==> src/rtl/mips_pkg.sv <==
// Shared widths, control-word bit positions and the operand bypass helper
// used by the ID/EX pipeline stage.
package mips_pkg;

  localparam int REG_W  = 5;
  localparam int DATA_W = 32;
  localparam int CTRL_W = 8;

  // ctrl = {reg_write, mem_to_reg, mem_read, mem_write, alu_src, reg_dst, alu_op[1:0]}
  localparam int CTRL_REG_WRITE  = 7;
  localparam int CTRL_MEM_TO_REG = 6;
  localparam int CTRL_MEM_READ   = 5;
  localparam int CTRL_MEM_WRITE  = 4;
  localparam int CTRL_ALU_SRC    = 3;
  localparam int CTRL_REG_DST    = 2;
  localparam int CTRL_ALU_OP_HI  = 1;
  localparam int CTRL_ALU_OP_LO  = 0;

  // $zero always reads 0; a same-cycle writeback wins over the stale file value.
  function automatic logic [DATA_W-1:0] bypass_operand(
    input logic [REG_W-1:0]  src,
    input logic [DATA_W-1:0] rf_data,
    input logic              wb_we,
    input logic [REG_W-1:0]  wb_reg,
    input logic [DATA_W-1:0] wb_data
  );
    if (src == '0)
      return '0;
    else if (wb_we && (wb_reg == src))
      return wb_data;
    else
      return rf_data;
  endfunction

endpackage

==> src/rtl/hazard_detect.sv <==
// Load-use hazard detection: the instruction in decode needs a register that
// the load currently sitting in the ID/EX register has not produced yet.
import mips_pkg::*;

module hazard_detect (
  input  logic             ex_valid,
  input  logic             ex_mem_read,
  input  logic [REG_W-1:0] ex_dest,
  input  logic             uses_rs,
  input  logic             uses_rt,
  input  logic [REG_W-1:0] rs,
  input  logic [REG_W-1:0] rt,
  output logic             hazard
);

  always_comb begin
    hazard = ex_valid && ex_mem_read && (ex_dest != '0) &&
             ((uses_rs && (rs == ex_dest)) || (uses_rt && (rt == ex_dest)));
  end

endmodule

==> src/rtl/id_ex_stage.sv <==
// ID/EX pipeline register with writeback bypass, load-use bubble insertion,
// flush, downstream backpressure and a saturating bubble counter.
import mips_pkg::*;

module id_ex_stage #(
  // Counter saturation point; overridable so short runs can reach it.
  parameter logic [15:0] STALL_MAX = 16'hFFFF
) (
  input  logic              clk,
  input  logic              rst,
  input  logic              in_valid,
  output logic              in_ready,
  input  logic [REG_W-1:0]  rs,
  input  logic [REG_W-1:0]  rt,
  input  logic [REG_W-1:0]  rd,
  input  logic [DATA_W-1:0] rdata1,
  input  logic [DATA_W-1:0] rdata2,
  input  logic [DATA_W-1:0] imm,
  input  logic [CTRL_W-1:0] ctrl,
  input  logic              uses_rs,
  input  logic              uses_rt,
  input  logic              wb_we,
  input  logic [REG_W-1:0]  wb_reg,
  input  logic [DATA_W-1:0] wb_data,
  input  logic              flush,
  input  logic              ex_ready,
  output logic              out_valid,
  output logic [CTRL_W-1:0] out_ctrl,
  output logic [DATA_W-1:0] out_a,
  output logic [DATA_W-1:0] out_b,
  output logic [DATA_W-1:0] out_imm,
  output logic [REG_W-1:0]  out_dest,
  output logic [REG_W-1:0]  out_rs,
  output logic [REG_W-1:0]  out_rt,
  output logic [15:0]       stall_cnt
);

  logic              valid_q, valid_d;
  logic [CTRL_W-1:0] ctrl_q, ctrl_d;
  logic [DATA_W-1:0] a_q, a_d, b_q, b_d, imm_q, imm_d;
  logic [REG_W-1:0]  dest_q, dest_d, rs_q, rs_d, rt_q, rt_d;
  logic [15:0]       stall_q, stall_d;
  logic              hazard;
  logic              hold;

  hazard_detect u_hazard (
    .ex_valid    (valid_q),
    .ex_mem_read (ctrl_q[CTRL_MEM_READ]),
    .ex_dest     (dest_q),
    .uses_rs     (uses_rs),
    .uses_rt     (uses_rt),
    .rs          (rs),
    .rt          (rt),
    .hazard      (hazard)
  );

  always_comb begin
    hold     = valid_q && !ex_ready;
    in_ready = !rst && (flush || (!hazard && (!valid_q || ex_ready)));
  end

  always_comb begin
    valid_d = valid_q;
    ctrl_d  = ctrl_q;
    a_d     = a_q;
    b_d     = b_q;
    imm_d   = imm_q;
    dest_d  = dest_q;
    rs_d    = rs_q;
    rt_d    = rt_q;
    stall_d = stall_q;
    if (flush) begin
      valid_d = 1'b0;
      ctrl_d  = '0;
    end else if (hold) begin
      valid_d = valid_q;
    end else if (hazard && in_valid) begin
      valid_d = 1'b0;
      ctrl_d  = '0;
      if (stall_q != STALL_MAX)
        stall_d = stall_q + 16'd1;
    end else if (in_valid) begin
      valid_d = 1'b1;
      ctrl_d  = ctrl;
      a_d     = bypass_operand(rs, rdata1, wb_we, wb_reg, wb_data);
      b_d     = bypass_operand(rt, rdata2, wb_we, wb_reg, wb_data);
      imm_d   = imm;
      dest_d  = ctrl[CTRL_REG_DST] ? rd : rt;
      rs_d    = rs;
      rt_d    = rt;
    end else begin
      valid_d = 1'b0;
      ctrl_d  = '0;
    end
  end

  always_ff @(posedge clk) begin
    if (rst) begin
      valid_q <= 1'b0;
      ctrl_q  <= '0;
      a_q     <= '0;
      b_q     <= '0;
      imm_q   <= '0;
      dest_q  <= '0;
      rs_q    <= '0;
      rt_q    <= '0;
      stall_q <= '0;
    end else begin
      valid_q <= valid_d;
      ctrl_q  <= ctrl_d;
      a_q     <= a_d;
      b_q     <= b_d;
      imm_q   <= imm_d;
      dest_q  <= dest_d;
      rs_q    <= rs_d;
      rt_q    <= rt_d;
      stall_q <= stall_d;
    end
  end

  always_comb begin
    out_valid = valid_q;
    out_ctrl  = ctrl_q;
    out_a     = a_q;
    out_b     = b_q;
    out_imm   = imm_q;
    out_dest  = dest_q;
    out_rs    = rs_q;
    out_rt    = rt_q;
    stall_cnt = stall_q;
  end

endmodule

==> config.mk <==
export PLATFORM = sky130hd
export DESIGN_NAME = id_ex_stage
export DESIGN_NICKNAME = d
export VERILOG_FILES = /design/src/rtl/mips_pkg.sv /design/src/rtl/hazard_detect.sv /design/src/rtl/id_ex_stage.sv
export SDC_FILE = /design/constraint.sdc
export NUM_CORES = 1
export LEC_CHECK = 0
export BUFFER_PORTS_ARGS = -buffer_cell sky130_fd_sc_hd__buf_2
export CAP_MARGIN = 20
export CORE_MARGIN = 2
export CORE_UTILIZATION = 42
export CTS_BUF_LIST = sky130_fd_sc_hd__clkbuf_4 sky130_fd_sc_hd__clkbuf_8 sky130_fd_sc_hd__clkbuf_16
export CTS_CLUSTER_SIZE = 28
export DETAILED_ROUTE_END_ITERATION = 10
export PLACE_DENSITY_LB_ADDON = 0.25
export SYNTH_ARGS = -nofsm -noshare
export SYNTH_HDL_FRONTEND = slang
export SYNTH_SLANG_ARGS = --single-unit
==> constraint.sdc <==
create_clock -name clk -period 2.5 [get_ports clk]
set_input_delay 0.75 -clock clk [delete_from_list [all_inputs] [get_ports clk]]
set_output_delay 0.75 -clock clk [all_outputs]
set_load 0.02 [all_outputs]
==> results of run 1 <==
layer usage:
layer	global-route usage	up-vias	part of all wire
met5	0	-	0
met4	0.0604	0	0.013
met3	0.0879	21	0.089
met2	0.382	239	0.49
met1	0.281	2788	0.41
li1	-	2982	-
cell type report:
class                           instances  area [sq um]
Fill cell                            1255          5310
Multi-Input combinational cell        458          3130
Sequential cell                       136          2730
Timing Repair Buffer                  343          1970
Clock buffer                           18           433
Tap cell                              180           225
Clock inverter                         14           126
Inverter                                2          7.51
Antenna cell                            1          2.50
power by group through the flow:
stage / sequential, W / combinational (W) / clock, W
after detailed placement: 0.00236 / 0.000771 / 0
after CTS: 0.00231 / 0.000785 / 0.00241
after global routing: 0.00232 / 0.000845 / 0.00250
final: 0.00231 / 0.000779 / 0.00235
after global placement: 0.00236 / 0.000767 / 0
after floorplan: 0.00247 / 0.000288 / 0
what timing repair did:
action	4_1_cts	5_1_grt
pin swaps	3	6
gates resized for setup	9	2
buffers inserted	5	1
endpoints found under the setup margin	1	1
worst max-delay path: stages:
cell and delay, ns:
buf_2 0.11, xnor2_1 0.14, nand4_1 0.14, o22ai_2 0.27, nand2_2 0.10, a21oi_2 0.12
nor2_1 0.05, buf_4 0.16
cells by family (layout without fill, tap and decap cells):
family,count (synthesis),after routing,synth area share
buffers and inverters,61,377,0.0386
DFF,136,136,0.452
muxes,71,71,0.118
adders and majority gates,1,1,0.00208
AOI/OAI and AO/OA,154,154,0.169
xor gates and xnor gates,21,21,0.0305
other,0,1,0
and+or+nand+nor,211,211,0.190
through the flow:
step / instance area [sq um] / hold slack, ns
after floorplan: 6040 / 0.466
after global placement: 8000 / 0.438
after detailed placement: 8000 / 0.443
after CTS: 8610 / 0.451
after global routing: 8620 / 0.468
final: 8620 / 0.449
worst min-delay path by stage:
stage                start          end
2_1_floorplan  out_ctrl[5]  out_ctrl[5]
3_3_place_gp     out_rs[0]    out_rs[0]
3_5_place_dp   out_imm[12]  out_imm[12]
4_1_cts        out_imm[31]  out_imm[31]
5_1_grt          out_rs[4]    out_rs[4]
6_report        out_imm[2]   out_imm[2]
cells in the mapped netlist:
cell type / number
buf_1: 7
a2111oi_2: 1
or4b_1: 2
mux2_2: 1
nor2b_1: 1
a21o_1: 1
nand2b_1: 1
o21ai_0: 8
nand3b_1: 64
and3_1: 4
xnor2_1: 12
nand3_1: 6
a22o_1: 8
clkbuf_1: 51
a211oi_1: 6
and4_1: 1
nand4_1: 6
o21bai_1: 2
o31ai_1: 69
o311a_1: 1
ha_1: 1
inv_1: 2
mux2i_1: 70
or4_1: 7
a21oi_1: 57
nand2_1: 95
dfxtp_1: 136
nor2_1: 10
or2_2: 1
buf_4: 1
xor2_1: 9
nor3_1: 3
o22ai_2: 1
or3_1: 8
nor4_1: 2
state kept, by name, summed over array words and instances (netlist names):
| signal | cells |
|---|---|
| out_rs | 5 |
| out_a | 32 |
| out_ctrl | 8 |
| out_rt | 5 |
| out_valid | 1 |
| out_imm | 32 |
| out_dest | 5 |
| out_b | 32 |
| stall_cnt | 16 |
==> flow_summary.json, run 1 <==
{
  "status": "finished with violations",
  "violations": "negative setup slack",
  "power_leakage_nw": 3.74,
  "crit_type": "in -> out",
  "r2r_slack_ns": 0.12,
  "reg2reg_depth": 8,
  "ir_worst_vdd_mv": 0.408,
  "grt.total_usage": 0.231,
  "postCtsHoldBufs": 0,
  "final_cells": 1152,
  "min_period_ns": 2.60,
  "p_int_w": 0.00398,
  "rows": 43,
  "area_delta_synth_final_pct": 43.1,
  "hp-class": "reg -> reg",
  "ys_seq_area_frac": 0.452,
  "insertion_delay_ns": 0.42,
  "layout_common_cells": "buf_2 (298), dfxtp_1 (131), nand2_1 (93)",
  "core_area_sq_mm": 0.0139,
  "gp_congestion": 0.775,
  "r2r-start": "out_dest[4]",
  "synth.area.top_cells": "dfxtp_1 (45%), mux2i_1 (12%), o31ai_1 (8.6%)",
  "drive_gt1_frac": 0.407,
  "grt_start_max_net_pins": 73,
  "die_h_um": 124,
  "wl_um": 18500,
  "yosys.area.top_type": "dfxtp_1",
  "final_util": 0.619,
  "critPathCaptureType": "output port",
  "syn_avg_cell_area_sq_um": 9.20,
  "cp-start-kind": "input port",
  "startpoint": "rs[3]",
  "routedWlPerCell_um": 16.0,
  "nets": 1123,
  "worst_pin_slew_ns": 0.494,
  "dp_cells": 1114,
  "pre_cts_slack_ns": -0.275,
  "synth-seq-cells": 136,
  "route.detailed.drc": 0,
  "finalMaxSlewViolations": 0,
  "p_clk_frac": 0.432,
  "pwr-share-comb": 0.143,
  "fin_crit_sh": 1.04,
  "critPathMaxFanout": 3,
  "synthCells": 655,
  "numCtsBuffers": 17,
  "p_switching_w": 0.00146,
  "r2r_end": "stall_cnt[9]",
  "maxCapViolations": 0,
  "vias": 6030,
  "fmax_mhz": 385,
  "first_global_vias": 5349,
  "antenna_found_initial": 1,
  "timing.final.ws_setup_ns": -0.0956,
  "via_per_inst": 5.23,
  "arrival_ns": 1.85,
  "p_seq_frac": 0.425,
  "root_buffer": "clkbuf_16",
  "total_power_w": 0.00545,
  "synth_top_area_frac": 0.452,
  "portBuffers": 300,
  "p_per_area_mw_per_mm2": 632,
  "slew_headroom": 0.671,
  "htree_levels": 4,
  "rsz0062_at_grt": "true",
  "cts_tree": "done",
  "cts_sinks": 136,
  "io_pins": 301,
  "layout_commonest_cell": "buf_2",
  "setup_viol": 1,
  "finClkSkew_ns": 0.0115,
  "die_x_um": 124,
  "overflow": 0,
  "ys.warnings.count": 0,
  "finalSetupTns_ns": -0.0956,
  "start_util": 0.433,
  "clk_pin_slew_ns": 0.06,
  "synthesis.area_sq_mm": 0.00603,
  "grt_pass1_wl_um": 27400,
  "yosys.cell_types.count": 35,
  "hold-path-cell-count": 2,
  "drt_iter0_markers": 379,
  "dieArea_sq_mm": 0.0153,
  "hpwl_um": 13300,
  "detail-route-antenna-nets": 0,
  "clock_path_buffers": 2,
  "dr.pass1.iters": 5,
  "critical_path.endpoint": "in_ready",
  "required_ns": 1.75,
  "syn-num-nets": 820,
  "switching_share": 0.269,
  "finalHoldViolCount": 0
}
No activity file was read; power rests on OpenSTA's default activity.
==> run 2, diff against run 1 <==
--- a/config.mk
+++ b/config.mk
@@ -5,10 +5,11 @@
 export SDC_FILE = /design/constraint.sdc
 export NUM_CORES = 1
 export LEC_CHECK = 0
+export ABC_AREA = 1
 export BUFFER_PORTS_ARGS = -buffer_cell sky130_fd_sc_hd__buf_2
 export CAP_MARGIN = 20
 export CORE_MARGIN = 2
-export CORE_UTILIZATION = 42
+export CORE_UTILIZATION = 53
 export CTS_BUF_LIST = sky130_fd_sc_hd__clkbuf_4 sky130_fd_sc_hd__clkbuf_8 sky130_fd_sc_hd__clkbuf_16
 export CTS_CLUSTER_SIZE = 28
 export DETAILED_ROUTE_END_ITERATION = 10
==> constraint.sdc (replaced) <==
create_clock -name clk -period 3.2 [get_ports clk]
set_input_delay 0.96 -clock clk [delete_from_list [all_inputs] [get_ports clk]]
set_output_delay 0.96 -clock clk [all_outputs]
set_load 0.02 [all_outputs]
==> run 2 against run 1 <==
  * The flow now finishes without violations
  * Clock-buffer cell count increased by 4
  * Cell count grew 41%
  * Synthesized cell count increased by 80%
  * Flip-flop and latch count is the same
  * Clock skew decreased by 0.0037 ns
  * Die area shrank 4.2%
  * Via count is 41% higher
  * Critical path depth increased by 3
  * Critical endpoint unchanged
==> flow_summary.json, run 2 <==
{
  "required_ns": 2.24,
  "cp_common_cell": "nand2_1",
  "maxCapViolations": 0,
  "synthesis.area_sq_mm": 0.00727,
  "cpPeakStageDelay_ns": 0.20,
  "critPathCaptureType": "output port",
  "crit_slowest_cell": "a21oi_2",
  "syn-num-nets": 1342,
  "ir_worst_vdd_mv": 0.340,
  "drt_iter0_markers": 736,
  "synth-edff-count": 0,
  "min_period_ns": 3.08,
  "antenna_found_initial": 1,
  "rsz0062_at_grt": "false",
  "synthCells": 1177,
  "setup_viol": 0,
  "synth_top_area_frac": 0.374,
  "portBuffers": 300,
  "synth_top_family_by_area": "simple AND/OR/NAND/NOR gates",
  "routedWlPerCell_um": 15.1,
  "route.detailed.drc": 0,
  "synth_xor_area_frac": 0.0132,
  "worst_pin_slew_ns": 0.537,
  "finalHoldViolCount": 0,
  "start_util": 0.545,
  "p_per_area_mw_per_mm2": 486,
  "antenna_cells": 0,
  "p_switching_w": 0.00135,
  "grt.total_usage": 0.330,
  "first_global_vias": 7868,
  "io_pins": 301,
  "cts_sinks": 136,
  "synth_most_common_cell": "nand2_1",
  "htree_levels": 4,
  "area_delta_synth_final_pct": 29.7,
  "yosys.area.top_type": "dfxtp_1",
  "switching_share": 0.295,
  "fmax_mhz": 324,
  "async_flop_share": 0,
  "cts_tree": "done",
  "clk_pin_slew_ns": 0.06,
  "final_util": 0.707,
  "cp-start-kind": "input port",
  "yosys.cell_types.count": 22,
  "p_int_w": 0.00323,
  "p_clk_frac": 0.421,
  "synth_fa_ha_area_frac": 0.00172,
  "cts_setup_buffers": 0,
  "hold-path-cell-count": 2,
  "core_area_sq_mm": 0.0133,
  "critical_path.cell_chain": "buf_2 > inv_1 > nand2_1 > nand2_1 > nor2_1 > nand3_1 > nand2_1 > nand2_2 > nand2_1 > a21oi_2 > buf_4",
  "r2r_slack_ns": 0.85,
  "vias": 8508,
  "wl_um": 24500,
  "postCtsHoldBufs": 0,
  "seqCellArea_sq_mm": 0.00272,
  "layout_common_cells": "nand2_1 (361), buf_2 (299), nor2_1 (198)",
  "grt_start_max_net_pins": 92,
  "crit_type": "in -> out",
  "ys.flop_type": "dfxtp_1",
  "dieArea_sq_mm": 0.0147,
  "synth-seq-cells": 136,
  "final_area_sq_mm": 0.00943,
  "use_met3": 0.0977,
  "insertion_delay_ns": 0.42,
  "status": "completed",
  "top_usage_layer": "met2",
  "die_h_um": 121,
  "fin_crit_sh": 0.963,
  "use_met1": 0.397,
  "dr.pass1.iters": 5,
  "finClkSkew_ns": 0.00781,
  "grt_pass1_wl_um": 38400,
  "multi_input_area_sq_mm": 0.00370,
  "ys_seq_area_frac": 0.374,
  "clock_path_buffers": 2,
  "hp-class": "reg -> reg",
  "finalSetupTns_ns": 0,
  "root_buffer": "clkbuf_16",
  "finalMaxSlewViolations": 0,
  "synth-compound-area-share": 0.0877,
  "drive_gt1_frac": 0.257,
  "synth.area.top_cells": "dfxtp_1 (37%), nand2_1 (19%), nor2_1 (10%)",
  "ys.warnings.count": 0,
  "grtUsageMet2": 0.546,
  "numCtsBuffers": 17,
  "via_per_inst": 5.22,
  "hpwl_um": 16900,
  "placed_cell_area_sq_mm": 0.00884,
  "power_leakage_nw": 5.24,
  "fillers": 1225,
  "layout_commonest_cell": "nand2_1",
  "critPathMaxFanout": 4,
  "synth_commonest_cells": "nand2_1 (361), nor2_1 (202), dfxtp_1 (136)",
  "cts_repair_resize_count": 0,
  "rows": 42,
  "syn_avg_cell_area_sq_um": 6.18,
  "slew_headroom": 0.642,
  "die_x_um": 121,
  "synth_mux_area_frac": 0,
  "gp_congestion": 0.922,
  "arrival_ns": 2.12,
  "pwr-share-comb": 0.179,
  "overflow": 0,
  "detail-route-antenna-nets": 0,
  "reg2reg_depth": 12,
  "nets": 1605,
  "p_seq_frac": 0.400,
  "yosys.area_share.simple": 0.404
}
-- run 2: final cells by class --
cell class	count	share of cell area
clock buffers	22	0.0517
clock inverters	10	0.00995
well taps	176	0.0233
flip-flops and latches	136	0.289
multi-input cells	833	0.393
repair buffers	324	0.183
inverters	128	0.0509
-- run 2: power groups by stage --
stage	combinational, W	sequential, W	clock [W]
after global placement	0.000802	0.00187	0
after global routing	0.000910	0.00184	0.00203
after CTS	0.000815	0.00183	0.00194
after floorplan	0.000389	0.00197	0
final	0.000822	0.00183	0.00193
after detailed placement	0.000809	0.00187	0
-- run 2: layer usage --
| metal | routed length, um | share of wire |
|---|---|---|
| met1 | 9710 | 0.40 |
| met2 | 11700 | 0.48 |
| met4 | 724 | 0.030 |
| met5 | 0 | 0 |
| met3 | 2410 | 0.098 |
-- run 2: path summary, 6_finish.rpt --
| path | startpoint | to |
|---|---|---|
| min | out_rt[0] | out_rt[0] |
| max reg2reg | out_dest[1] | out_a[26] |
| max | rs[3] | in_ready |
| min reg2reg | out_rt[0] | out_rt[0] |
-- run 2: logic make-up (layout without fill, tap and decap cells) --
| group | after synthesis | count (layout) |
|---|---|---|
| XOR/XNOR | 11 | 11 |
| AO/OA/AOI/OAI | 123 | 123 |
| AND/OR/NAND/NOR | 698 | 698 |
| flip-flops | 136 | 136 |
| buffers and inverters | 208 | 484 |
| adder cells (fa/ha/maj) | 1 | 1 |
-- run 2: stage by stage --
stage / hold slack, ns / total power (W) / std cells / worst slack, ns
floorplan: 0.457 / 0.00236 / 1177 / 0.0678
global placement: 0.445 / 0.00267 / 1597 / 0.151
detailed placement: 0.449 / 0.00268 / 1597 / 0.117
CTS: 0.458 / 0.00459 / 1629 / 0.114
global route: 0.474 / 0.00478 / 1629 / 0.0164
finish: 0.457 / 0.00458 / 1629 / 0.117
-- run 2: worst max-delay path, delay by kind of cell --
kind	cells	cell delay (ns)
compound gates	1	0.20
buf+inv	3	0.40
simple gates	7	0.56
==> run 3, diff against run 2 <==
--- a/config.mk
+++ b/config.mk
@@ -8,9 +8,10 @@
 export ABC_AREA = 1
 export BUFFER_PORTS_ARGS = -buffer_cell sky130_fd_sc_hd__buf_2
 export CAP_MARGIN = 20
+export CELL_PAD_IN_SITES_DETAIL_PLACEMENT = 1
+export CELL_PAD_IN_SITES_GLOBAL_PLACEMENT = 2
 export CORE_MARGIN = 2
-export CORE_UTILIZATION = 53
-export CTS_BUF_LIST = sky130_fd_sc_hd__clkbuf_4 sky130_fd_sc_hd__clkbuf_8 sky130_fd_sc_hd__clkbuf_16
+export CORE_UTILIZATION = 26
 export CTS_CLUSTER_SIZE = 28
 export DETAILED_ROUTE_END_ITERATION = 10
 export PLACE_DENSITY_LB_ADDON = 0.25
==> run 3 against run 2 <==
  * Die area is 100% higher
  * Register-to-register slack better by 0.24 ns
  * Global-route usage decreased by 12 points
  * Non-clock buffer count up 3
  * Largest cell class unchanged
  * First-iteration DRC count shrank 46%
==> flow_summary.json, run 3 (synthesis results as in run 2) <==
{
  "status": "completed",
  "ir_worst_vdd_mv": 0.263,
  "p_clk_frac": 0.446,
  "finalMaxSlewViolations": 0,
  "worst_pin_slew_ns": 0.609,
  "finalSetupTns_ns": 0,
  "cp-start-kind": "input port",
  "cts_repair_resize_count": 0,
  "core_area_sq_mm": 0.0276,
  "die_h_um": 171,
  "htree_levels": 4,
  "fillers": 3674,
  "layout_common_cells": "nand2_1 (361), buf_2 (300), nor2_1 (198)",
  "critPathCaptureType": "output port",
  "gp_congestion": 0.801,
  "pwr-share-comb": 0.176,
  "r2r_slack_ns": 1.09,
  "maxCapViolations": 0,
  "routedWlPerCell_um": 16.5,
  "critPathMaxFanout": 4,
  "r2r_end": "out_b[16]",
  "rows": 61,
  "hpwl_um": 21600,
  "fmax_mhz": 335,
  "timing.final.ws_setup_ns": 0.213,
  "final_area_sq_mm": 0.00977,
  "layout_commonest_cell": "nand2_1",
  "rsz0062_at_grt": "false",
  "root_buffer": "clkbuf_16",
  "drive_gt1_frac": 0.259,
  "die_x_um": 171,
  "hp-class": "reg -> reg",
  "reg2reg_depth": 13,
  "arrival_ns": 2.03,
  "cts_setup_buffers": 0,
  "crit_type": "in -> out",
  "dp_cells": 1802,
  "vias": 8430,
  "slew_headroom": 0.594,
  "p_switching_w": 0.00151,
  "final_cells": 1837,
  "wl_um": 30300,
  "clk_pin_slew_ns": 0.07,
  "overflow": 0,
  "setup_viol": 0,
  "via_per_inst": 4.59,
  "switching_share": 0.313,
  "clock_path_buffers": 2,
  "p_seq_frac": 0.379,
  "start_util": 0.263,
  "required_ns": 2.24,
  "final_util": 0.353,
  "nets": 1608,
  "critical_path.endpoint": "in_ready",
  "antenna_found_initial": 4,
  "startpoint": "rs[3]",
  "first_global_vias": 8520,
  "p_per_area_mw_per_mm2": 495,
  "portBuffers": 300,
  "drt_iter0_markers": 400,
  "cts_sinks": 136,
  "power_leakage_nw": 5.27,
  "dr.pass1.iters": 4,
  "io_pins": 301,
  "area_delta_synth_final_pct": 34.2,
  "finClkSkew_ns": 0.0182,
  "insertion_delay_ns": 0.43,
  "p_int_w": 0.00332,
  "grt_pass1_wl_um": 47200,
  "pre_cts_slack_ns": 0.224,
  "numCtsBuffers": 17,
  "finalHoldViolCount": 0,
  "route.detailed.drc": 0,
  "dieArea_sq_mm": 0.0293,
  "r2r-start": "out_dest[0]",
  "fin_crit_sh": 0.933,
  "detail-route-antenna-nets": 0,
  "grt.total_usage": 0.206,
  "cts_tree": "done",
  "min_period_ns": 2.99,
  "placed_cell_area_sq_mm": 0.00914,
  "grt_start_max_net_pins": 91,
  "postCtsHoldBufs": 0
}
==> run 3: worst min path at each step <==
stage                     start           to  cells past startpoint  slack [ns]
floorplan           out_ctrl[5]  out_ctrl[5]                      2        0.46
global placement    out_imm[23]  out_imm[23]                      2        0.44
detailed placement    out_rt[4]    out_rt[4]                      2        0.45
CTS                   out_rt[4]    out_rt[4]                      2        0.46
global route          out_rs[4]    out_rs[4]                      2        0.48
finish                out_rt[4]    out_rt[4]                      2        0.46
==> run 3: layer usage <==
layer	global-route usage	share of wire
met1	0.260	0.45
met2	0.344	0.47
met3	0.0596	0.069
met4	0.0512	0.012
met5	0	0.0010
==> run 3: metrics by stage <==
stage               hold WS (ns)  total power, W
floorplan                  0.457         0.00236
global placement           0.445         0.00272
detailed placement         0.452         0.00273
CTS                        0.462         0.00491
global route               0.481         0.00507
finish                     0.460         0.00483
==> run 3: worst max-delay path, cell delays in order <==
cell,delay (ns)
buf_2,0.12
inv_1,0.12
nand2_1,0.07
nand2_1,0.07
nor2_1,0.04
nand3_1,0.07
nand2_1,0.11
nand2_2,0.09
nand2_1,0.05
a21oi_1,0.12
buf_2,0.20
==> run 3: area by class of cell <==
type | count | area [sq um] | share of cell area
Sequential cell | 136 | 2720 | 0.279
Clock buffer | 18 | 429 | 0.0439
Timing Repair Buffer | 327 | 1740 | 0.178
Tap cell | 378 | 473 | 0.0484
Antenna cell | 3 | 7.51 | 0.000769
Clock inverter | 14 | 185 | 0.0190
Inverter | 128 | 480 | 0.0492
Multi-Input combinational cell | 833 | 3730 | 0.382
==> run 3: power groups by stage <==
stage,sequential [W],clock (W),combinational (W)
after floorplan,0.00197,0,0.000389
after global placement,0.00187,0,0.000850
after detailed placement,0.00187,0,0.000857
after CTS,0.00183,0.00222,0.000862
after global routing,0.00184,0.00228,0.000951
final,0.00183,0.00215,0.000849
